## src/rtl/stopwatch_counter.sv

```systemverilog
// stopwatch_counter: MM:SS BCD stopwatch core fed by the 1 Hz 'seconds' square wave.
//   Counts elapsed time while running. Supports pause/run, a synchronous clear, and a
//   field-adjust mode that steps the minutes or seconds field at 2 Hz.
// Ports:
//   clk, reset (async, active-low)
//   seconds   - divider square wave (1 while the divider is in reset)
//   pause_btn - debounced level; each rising edge toggles run/pause
//   adj, sel  - adjust mode enable; field select (0 = minutes, 1 = seconds)
//   clr       - synchronous clear of all digits; FSM state is kept
//   min_tens, min_ones, sec_tens, sec_ones - BCD digits
//   paused    - FSM is in PAUSED
//   blink     - follows 'seconds' in ADJUST so the display can blank the field; else 0
module stopwatch_counter #(
  parameter int unsigned MIN_TENS_MAX = 5
) (
  input  logic       clk,
  input  logic       reset,
  input  logic       seconds,
  input  logic       pause_btn,
  input  logic       adj,
  input  logic       sel,
  input  logic       clr,
  output logic [2:0] min_tens,
  output logic [3:0] min_ones,
  output logic [2:0] sec_tens,
  output logic [3:0] sec_ones,
  output logic       paused,
  output logic       blink
);

  typedef enum logic [1:0] {PAUSED, RUN, ADJUST} state_t;

  state_t     state, state_nxt;
  logic       seconds_q, pause_q;
  logic       tick_r_q, tick_a_q, pause_e_q;
  logic       run_inc, adj_inc_min, adj_inc_sec, sec_carry;
  logic [2:0] min_tens_nxt, sec_tens_nxt;
  logic [3:0] min_ones_nxt, sec_ones_nxt;

  // Registered edge detectors; seconds_q resets to 1 so release never fakes a tick.
  always_ff @(posedge clk or negedge reset) begin
    if (!reset) begin
      seconds_q <= 1'b1;
      pause_q   <= 1'b0;
      tick_r_q  <= 1'b0;
      tick_a_q  <= 1'b0;
      pause_e_q <= 1'b0;
    end else begin
      seconds_q <= seconds;
      pause_q   <= pause_btn;
      tick_r_q  <= seconds & ~seconds_q;
      tick_a_q  <= seconds ^ seconds_q;
      pause_e_q <= pause_btn & ~pause_q;
    end
  end

  // State register
  always_ff @(posedge clk or negedge reset) begin
    if (!reset) state <= PAUSED;
    else        state <= state_nxt;
  end

  // Next-state logic; adj overrides everything, pause edges ignored in ADJUST.
  always_comb begin
    state_nxt = state;
    unique case (state)
      PAUSED:  if (pause_e_q) state_nxt = RUN;
      RUN:     if (pause_e_q) state_nxt = PAUSED;
      ADJUST:  if (!adj)      state_nxt = PAUSED;
      default: state_nxt = PAUSED;
    endcase
    if (adj) state_nxt = ADJUST;
  end

  // Increment enables; a run tick coinciding with entry into ADJUST is dropped.
  always_comb begin
    run_inc     = (state == RUN) && !adj && tick_r_q;
    adj_inc_min = (state == ADJUST) && adj && tick_a_q && !sel;
    adj_inc_sec = (state == ADJUST) && adj && tick_a_q && sel;
    sec_carry   = run_inc && (sec_ones >= 4'd9) && (sec_tens >= 3'd5);
  end

  // BCD digit chain; seconds carry into minutes only when running.
  always_comb begin
    min_tens_nxt = min_tens;
    min_ones_nxt = min_ones;
    sec_tens_nxt = sec_tens;
    sec_ones_nxt = sec_ones;
    if (clr) begin
      min_tens_nxt = 3'd0;
      min_ones_nxt = 4'd0;
      sec_tens_nxt = 3'd0;
      sec_ones_nxt = 4'd0;
    end else begin
      if (run_inc || adj_inc_sec) begin
        if (sec_ones >= 4'd9) begin
          sec_ones_nxt = 4'd0;
          sec_tens_nxt = (sec_tens >= 3'd5) ? 3'd0 : sec_tens + 3'd1;
        end else begin
          sec_ones_nxt = sec_ones + 4'd1;
        end
      end
      if (sec_carry || adj_inc_min) begin
        if (min_ones >= 4'd9) begin
          min_ones_nxt = 4'd0;
          min_tens_nxt = (min_tens >= 3'(MIN_TENS_MAX)) ? 3'd0 : min_tens + 3'd1;
        end else begin
          min_ones_nxt = min_ones + 4'd1;
        end
      end
    end
  end

  // Digit and status output registers
  always_ff @(posedge clk or negedge reset) begin
    if (!reset) begin
      min_tens <= 3'd0;
      min_ones <= 4'd0;
      sec_tens <= 3'd0;
      sec_ones <= 4'd0;
      paused   <= 1'b1;
      blink    <= 1'b0;
    end else begin
      min_tens <= min_tens_nxt;
      min_ones <= min_ones_nxt;
      sec_tens <= sec_tens_nxt;
      sec_ones <= sec_ones_nxt;
      paused   <= (state_nxt == PAUSED);
      blink    <= (state_nxt == ADJUST) && seconds;
    end
  end

endmodule

```

## config.mk

```make
export PLATFORM = sky130hd
export DESIGN_NAME = stopwatch_counter
export DESIGN_NICKNAME = d
export VERILOG_FILES = /design/src/rtl/stopwatch_counter.sv
export SDC_FILE = /design/constraint.sdc
export NUM_CORES = 1
export LEC_CHECK = 0
export CORE_ASPECT_RATIO = 1.75
export CORE_MARGIN = 2
export CORE_UTILIZATION = 51
export DETAILED_ROUTE_END_ITERATION = 16
export PLACE_DENSITY = 0.84
export REMOVE_ABC_BUFFERS = 1
export SLEW_MARGIN = 5
export SYNTH_ARGS = -nofsm -noshare
export SYNTH_HDL_FRONTEND = slang
export SYNTH_SLANG_ARGS = --single-unit
```

## constraint.sdc

```tcl
create_clock -name clk -period 2.55 [get_ports clk]
set_input_delay 0.51 -clock clk [delete_from_list [all_inputs] [get_ports clk]]
set_output_delay 0.51 -clock clk [all_outputs]
set_load 0.05 [all_outputs]
```

==> flow_metrics.env, run 1 <==
export IMPL_status="finished, final reports clean"
export IMPL_fmax_ghz=0.480
export IMPL_dieArea_sq_um=2910
export IMPL_crit_family="buffers and inverters"
export IMPL_ys_types=46
export IMPL_start_util=0.542
export IMPL_grt_met3_usage=0.0234
export IMPL_grt_total_usage=0.189
export IMPL_p_leak_uw=0.000679
export IMPL_routed_wl_um=2340
export IMPL_hold_viol_final=0
export IMPL_synth_main_ff_cell="dfrtp_1"
export IMPL_critical_path_class="reg2out"
export IMPL_rows=23
export IMPL_tightest_slew_ns=0.512
export IMPL_slowest_stage="clkdlybuf4s50_1"
export IMPL_syn_inst=114
export IMPL_grt_ovfl_total=0
export IMPL_cp_data_arrival_time_ns=1.57
export IMPL_drc=0
export IMPL_wl_per_cell_um=14.2
export IMPL_fin_setup_tns_ns=0
export IMPL_ios=23
export IMPL_rsz0062_at_grt="no"
export IMPL_yosys_warnings=0
export IMPL_antenna_found_initial=0
export IMPL_final_common_cell="clkdlybuf4s50_1"
export IMPL_via_per_inst=5.71
export IMPL_grt_pass1_wl_um=4220
export IMPL_final_nets=159
export IMPL_hold_buffers=0
export IMPL_fin_skew_ns=0.00593
export IMPL_dr_first_iter_drc_count=33
export IMPL_ir_worst_vdd_mv=0.483
export IMPL_p_per_area_nw_per_um2=853
export IMPL_fin_crit_ns=2.08
export IMPL_finalSetupViolCount=0
export IMPL_grtUsageMet2=0.319
export IMPL_die_x_um=41.6
export IMPL_syn_area_per_cell_sq_um=11.1
export IMPL_period_share=0.816
export IMPL_slew_headroom=0.658
export IMPL_hold_class="reg2reg"
export IMPL_top_usage_layer="met2"
export IMPL_cts_tree="built"
export IMPL_clk_pin_slew_ns=0.08
export IMPL_ys_seq_area_frac=0.458
export IMPL_drv_cap=0
export IMPL_ant_nets=0
export IMPL_clockBufferDepth=2
export IMPL_port_buffers=22
export IMPL_hold_ws_ns=0.397
export IMPL_async_reset_ff_frac=1.00
export IMPL_cts_made_buffers=3
export IMPL_antennaDiodeCount=0
export IMPL_grt_pass1_vias=969
export IMPL_end_kind="primary output"
export IMPL_ys_ff_latch=23
export IMPL_drv_slew=0
export IMPL_path_buf_inv=1
export IMPL_cts_htree_levels=1
export IMPL_reg2reg_slack_ns=0.54
export IMPL_synth_edf_count=0
export IMPL_cts_resized=0
export IMPL_vias=942
export IMPL_die_height_um=69.8
export IMPL_area_delta_synth_final_pct=23.6
export IMPL_final_cell_mix="22 x clkdlybuf4s50_1, 21 x dfrtp_1, 12 x inv_1"
export IMPL_slowest_delay_ns=0.84
export IMPL_clkSinkCount=23
export IMPL_clock_root_buffer="clkbuf_8"
export IMPL_syn_cell_area_sq_um=1260
export IMPL_cp_required_ns=2.04
export IMPL_crit_chain="clkdlybuf4s50_1"
export IMPL_grt_max_degree=24
export IMPL_post_cts_buffers=0
export IMPL_totalPowerFinal_uw=1330
export IMPL_crit_fanout=7
export IMPL_drive_gt1_frac=0.150
export IMPL_hpwl_um=1830
export IMPL_fillers=194
export IMPL_ff_latch_area_sq_um=578
export IMPL_clock_latency_ns=0.26
export IMPL_crit_path_start_kind="register"
export IMPL_gp_congestion=0.803
export IMPL_coreArea_sq_um=2330
export IMPL_multiInputGateArea_sq_um=626
export IMPL_grtUsageMet1=0.216
export IMPL_dr_pass1_iters=4
final timing paths:
check | startpoint | endpoint | cells after the start
setup / recovery | min_ones[2] | min_ones[2] | 1
hold / removal | pause_q | pause_e_q | 1
setup reg to reg | sec_ones[1] | min_tens[0] | 6
hold reg to reg | pause_q | pause_e_q | 1
max in group asynchronous | reset | seconds_q | 2
min in group asynchronous | reset | min_ones[2] | 2
cell families after synthesis:
family                   after synthesis  share of synthesized area
AND/OR/NAND/NOR                       37                      0.183
multiplexers                           5                     0.0456
AO/OA/AOI/OAI                         23                      0.151
adder cells (fa/ha/maj)               11                      0.109
XOR/XNOR                               1                    0.00694
flip-flops                            23                      0.458
buffers and inverters                 14                     0.0466
sequential cells by signal, summed over array words and instances, names as in the netlist, 2 cells and up:
| register | cells |
|---|---|
| sec_ones | 4 |
| min_tens | 3 |
| sec_tens | 3 |
| state | 2 |
| min_ones | 4 |
cells in the mapped netlist (2+ instances only):
library cell / n / area share
dfrtp_1: 21 / 0.42
inv_1: 12 / 0.036
ha_1: 11 / 0.11
nor2_1: 9 / 0.027
o21ai_0: 5 / 0.020
nand2_1: 4 / 0.012
nand2b_1: 3 / 0.015
nor3_1: 3 / 0.012
a21oi_1: 2 / 0.0079
a31oi_1: 2 / 0.0099
and2_1: 2 / 0.0099
dfstp_2: 2 / 0.042
mux2_2: 2 / 0.018
mux2i_1: 2 / 0.016
nand3_1: 2 / 0.0079
nand4_1: 2 / 0.0099
area by class of cell:
type / instances / area share
tap: 25 / 0.0200
timing repair buffer: 24 / 0.151
sequential: 23 / 0.370
multi-input combinational: 77 / 0.401
clock buffer: 4 / 0.0289
inverter: 12 / 0.0289
per-layer routing:
layer	part of all wire	vias up
li1	-	461
met1	0.40	446
met2	0.53	29
met3	0.032	6
met4	0.030	0
met5	0	-
stage by stage:
step	std cells	worst slack, ns	util	cell area [sq um]
6_report	165	0.468	0.669	1560
5_1_grt	165	0.406	0.669	1560
4_1_cts	165	0.457	0.669	1560
3_5_place_dp	161	0.241	0.650	1520
3_3_place_gp	161	0.274	0.650	1520
2_1_floorplan	112	0.285	-	1250
power breakdown:
group | internal (uW) | switching, uW
Clock | 111 | 108
Combinational | 233 | 368
Sequential | 430 | 80.3
Power figures use the tool's default switching activity.
==> run 2, diff against run 1 <==
--- a/config.mk
+++ b/config.mk
@@ -7,9 +7,9 @@
 export LEC_CHECK = 0
 export CORE_ASPECT_RATIO = 1.75
 export CORE_MARGIN = 2
-export CORE_UTILIZATION = 51
+export CORE_UTILIZATION = 46
 export DETAILED_ROUTE_END_ITERATION = 16
-export PLACE_DENSITY = 0.84
+export PLACE_DENSITY = 0.8
 export REMOVE_ABC_BUFFERS = 1
 export SLEW_MARGIN = 5
 export SYNTH_ARGS = -nofsm -noshare
==> constraint.sdc (replaced) <==
create_clock -name clk -period 1.8 [get_ports clk]
set_input_delay 0.36 -clock clk [delete_from_list [all_inputs] [get_ports clk]]
set_output_delay 0.36 -clock clk [all_outputs]
set_load 0.05 [all_outputs]
==> run 2 against run 1 <==
  * The flow now finishes with violations (negative setup slack)
  * Combinational power up 65%
  * Flip-flop and latch count unchanged
  * Non-clock buffer count up 18
  * Die area up 10%
  * Design area up 11%
  * Sequential power up 39%
  * Count of clock-buffer cells in the layout down 1
  * Worst setup slack worse by 0.57 ns
  * Global-route usage down 0.24 points
  * Clock skew down 0.00068 ns
  * Routed wire length up 16%
  * Critical endpoint is now sec_tens[0]
  * Highest routed layer unchanged
==> flow_metrics.env, run 2 (synthesis results as in run 1) <==
export IMPL_route_met2_wl_um=1540
export IMPL_vias=1039
export IMPL_slowest_delay_ns=0.40
export IMPL_crit_fanout=4
export IMPL_cts_htree_levels=1
export IMPL_clock_latency_ns=0.27
export IMPL_cp_startpoint="sec_ones[1]"
export IMPL_cp_required_ns=1.96
export IMPL_gp_congestion=0.804
export IMPL_start_util=0.475
export IMPL_clk_pin_slew_ns=0.08
export IMPL_dr_first_iter_drc_count=11
export IMPL_area_delta_synth_final_pct=37.2
export IMPL_tightest_slew_ns=0.383
export IMPL_grt_total_usage=0.187
export IMPL_reg_top3="min_ones: 4 flops, sec_ones: 4 flops"
export IMPL_worstReg2RegEnd="sec_tens[0]"
export IMPL_p_leak_uw=0.000817
export IMPL_antennaDiodeCount=0
export IMPL_r2r_start="sec_ones[1]"
export IMPL_cts_made_buffers=3
export IMPL_fmax_ghz=0.526
export IMPL_ant_nets=0
export IMPL_crit_family="simple AND/OR/NAND/NOR gates"
export IMPL_fin_util=0.651
export IMPL_die_x_um=43.6
export IMPL_rsz0062_at_grt="yes"
export IMPL_fillers=207
export IMPL_status="finished, violations left"
export IMPL_rows=25
export IMPL_stdcell_count=185
export IMPL_ir_worst_vdd_mv=0.693
export IMPL_multiInputGateArea_sq_um=688
export IMPL_hpwl_um=2070
export IMPL_crit_chain="inv_2 > ha_2 > or3b_4 > buf_4 > a21oi_4 > nor2_4 > mux2_4"
export IMPL_dr_pass1_iters=4
export IMPL_clock_root_buffer="clkbuf_8"
export IMPL_port_buffers=22
export IMPL_grt_pass1_vias=1071
export IMPL_coreArea_sq_um=2660
export IMPL_p_per_area_nw_per_um2=1170
export IMPL_m1WireLength_um=980
export IMPL_crit_path_start_kind="register"
export IMPL_die_height_um=73.3
export IMPL_finalSetupViolCount=8
export IMPL_path_buf_inv=2
export IMPL_drive_gt1_frac=0.411
export IMPL_grt_max_degree=24
export IMPL_final_cell_mix="34 x buf_4, 21 x dfrtp_1, 10 x inv_1"
export IMPL_grt_pass1_wl_um=4490
export IMPL_wl_per_cell_um=14.6
export IMPL_via_per_inst=5.62
export IMPL_dieArea_sq_um=3200
export IMPL_route_met3_wl_um=97
export IMPL_violations="negative setup slack"
export IMPL_cts_tree="built"
export IMPL_slowest_stage="or3b_4"
export IMPL_end_kind="register"
export IMPL_cp_data_arrival_time_ns=2.06
export IMPL_antenna_found_initial=0
export IMPL_drv_slew=0
export IMPL_fin_crit_ns=1.90
export IMPL_ff_latch_area_sq_um=578
export IMPL_dpl_worst_slack_ns=-0.245
export IMPL_ff2ff_path_depth=7
export IMPL_place_inst=180
export IMPL_cp_depth=7
export IMPL_fin_skew_ns=0.00525
export IMPL_hold_buffers=0
export IMPL_reg2reg_slack_ns=-0.10
export IMPL_clockBufferDepth=2
export IMPL_drv_cap=0
export IMPL_dr_max_layer_used="met4"
export IMPL_finalWorstSetupSlack_ns=-0.102
export IMPL_grt_ovfl_total=0
export IMPL_final_common_cell="buf_4"
export IMPL_routed_wl_um=2710
export IMPL_final_nets=177
export IMPL_ios=23
export IMPL_period_share=1.06
export IMPL_critical_path_class="reg2reg"
export IMPL_slew_headroom=0.744
export IMPL_hold_viol_final=0
export IMPL_drc=0
export IMPL_hold_class="reg2reg"
export IMPL_clkSinkCount=23
export IMPL_endpoint="sec_tens[0]"
export IMPL_fin_setup_tns_ns=-0.395
[run 2: cell count changes in the layout (fill, tap and decap cells not counted), sizes merged]
cell           previous run  this run
buf                       2        36
clkinvlp                  0         1
clkbuf                    4         3
clkdlybuf4s50            22         6
[run 2: final cells by class]
class                   instances  share of cell area
inverters                      12              0.0260
repair buffers                 42               0.195
well taps                      27              0.0195
multi-input cells              77               0.397
flip-flops and latches         23               0.334
clock inverters                 1             0.00434
clock buffers                   3              0.0238
[run 2: how the worst min path moves through the flow]
stage	slack (ns)	cells after the start	end	startpoint
after floorplan	0.06	0	blink	reset
after global placement	0.39	1	pause_e_q	pause_q
after detailed placement	0.39	1	pause_e_q	pause_q
after CTS	0.41	1	pause_e_q	pause_q
after global routing	0.43	1	pause_e_q	pause_q
final	0.40	1	pause_e_q	pause_q
[run 2: repair_timing]
action                     CTS  global route
setup endpoints to repair   11            13
setup buffers                0             1
pin swaps                    2             2
gates resized for setup      7            11
[run 2: metal layers]
layer / track usage / vias to the layer above
met1: 0.200 / 508
met3: 0.0197 / 10
met2: 0.330 / 26
li1: - / 495
met5: 0 / -
met4: 0.128 / 0
[run 2: metrics by stage]
step	area (sq um)	hold slack [ns]	power, uW
after global routing	1730	0.425	2150
after detailed placement	1610	0.393	1660
final	1730	0.400	2020
after global placement	1610	0.385	1620
after CTS	1680	0.405	2020
after floorplan	1250	0.0644	1310
[run 2: report_power, final]
group | internal (uW) | total [uW] | switching [uW]
Sequential | 608 | 707 | 98.5
Combinational | 405 | 992 | 587
Clock | 157 | 323 | 167
Total | 1170 | 2020 | 852
[run 2: worst reg2reg max path: cells and delay by family, from the launching register on]
| family | cells | cell delay, ns |
|---|---|---|
| compound gates | 1 | 0.25 |
| fa+ha+maj | 1 | 0.18 |
| simple gates | 2 | 0.47 |
| mux | 1 | 0.30 |
| flops | 1 | 0.37 |
| buf+inv | 2 | 0.23 |
==> run 3, diff against run 2 <==
--- a/config.mk
+++ b/config.mk
@@ -8,10 +8,10 @@
 export CORE_ASPECT_RATIO = 1.75
 export CORE_MARGIN = 2
 export CORE_UTILIZATION = 46
+export CTS_BUF_LIST = sky130_fd_sc_hd__clkbuf_8 sky130_fd_sc_hd__clkbuf_16
 export DETAILED_ROUTE_END_ITERATION = 16
 export PLACE_DENSITY = 0.8
 export REMOVE_ABC_BUFFERS = 1
-export SLEW_MARGIN = 5
 export SYNTH_ARGS = -nofsm -noshare
 export SYNTH_HDL_FRONTEND = slang
 export SYNTH_SLANG_ARGS = --single-unit
==> results of run 3 <==
The final DEF is identical to that of run 2; final timing and power are the same.
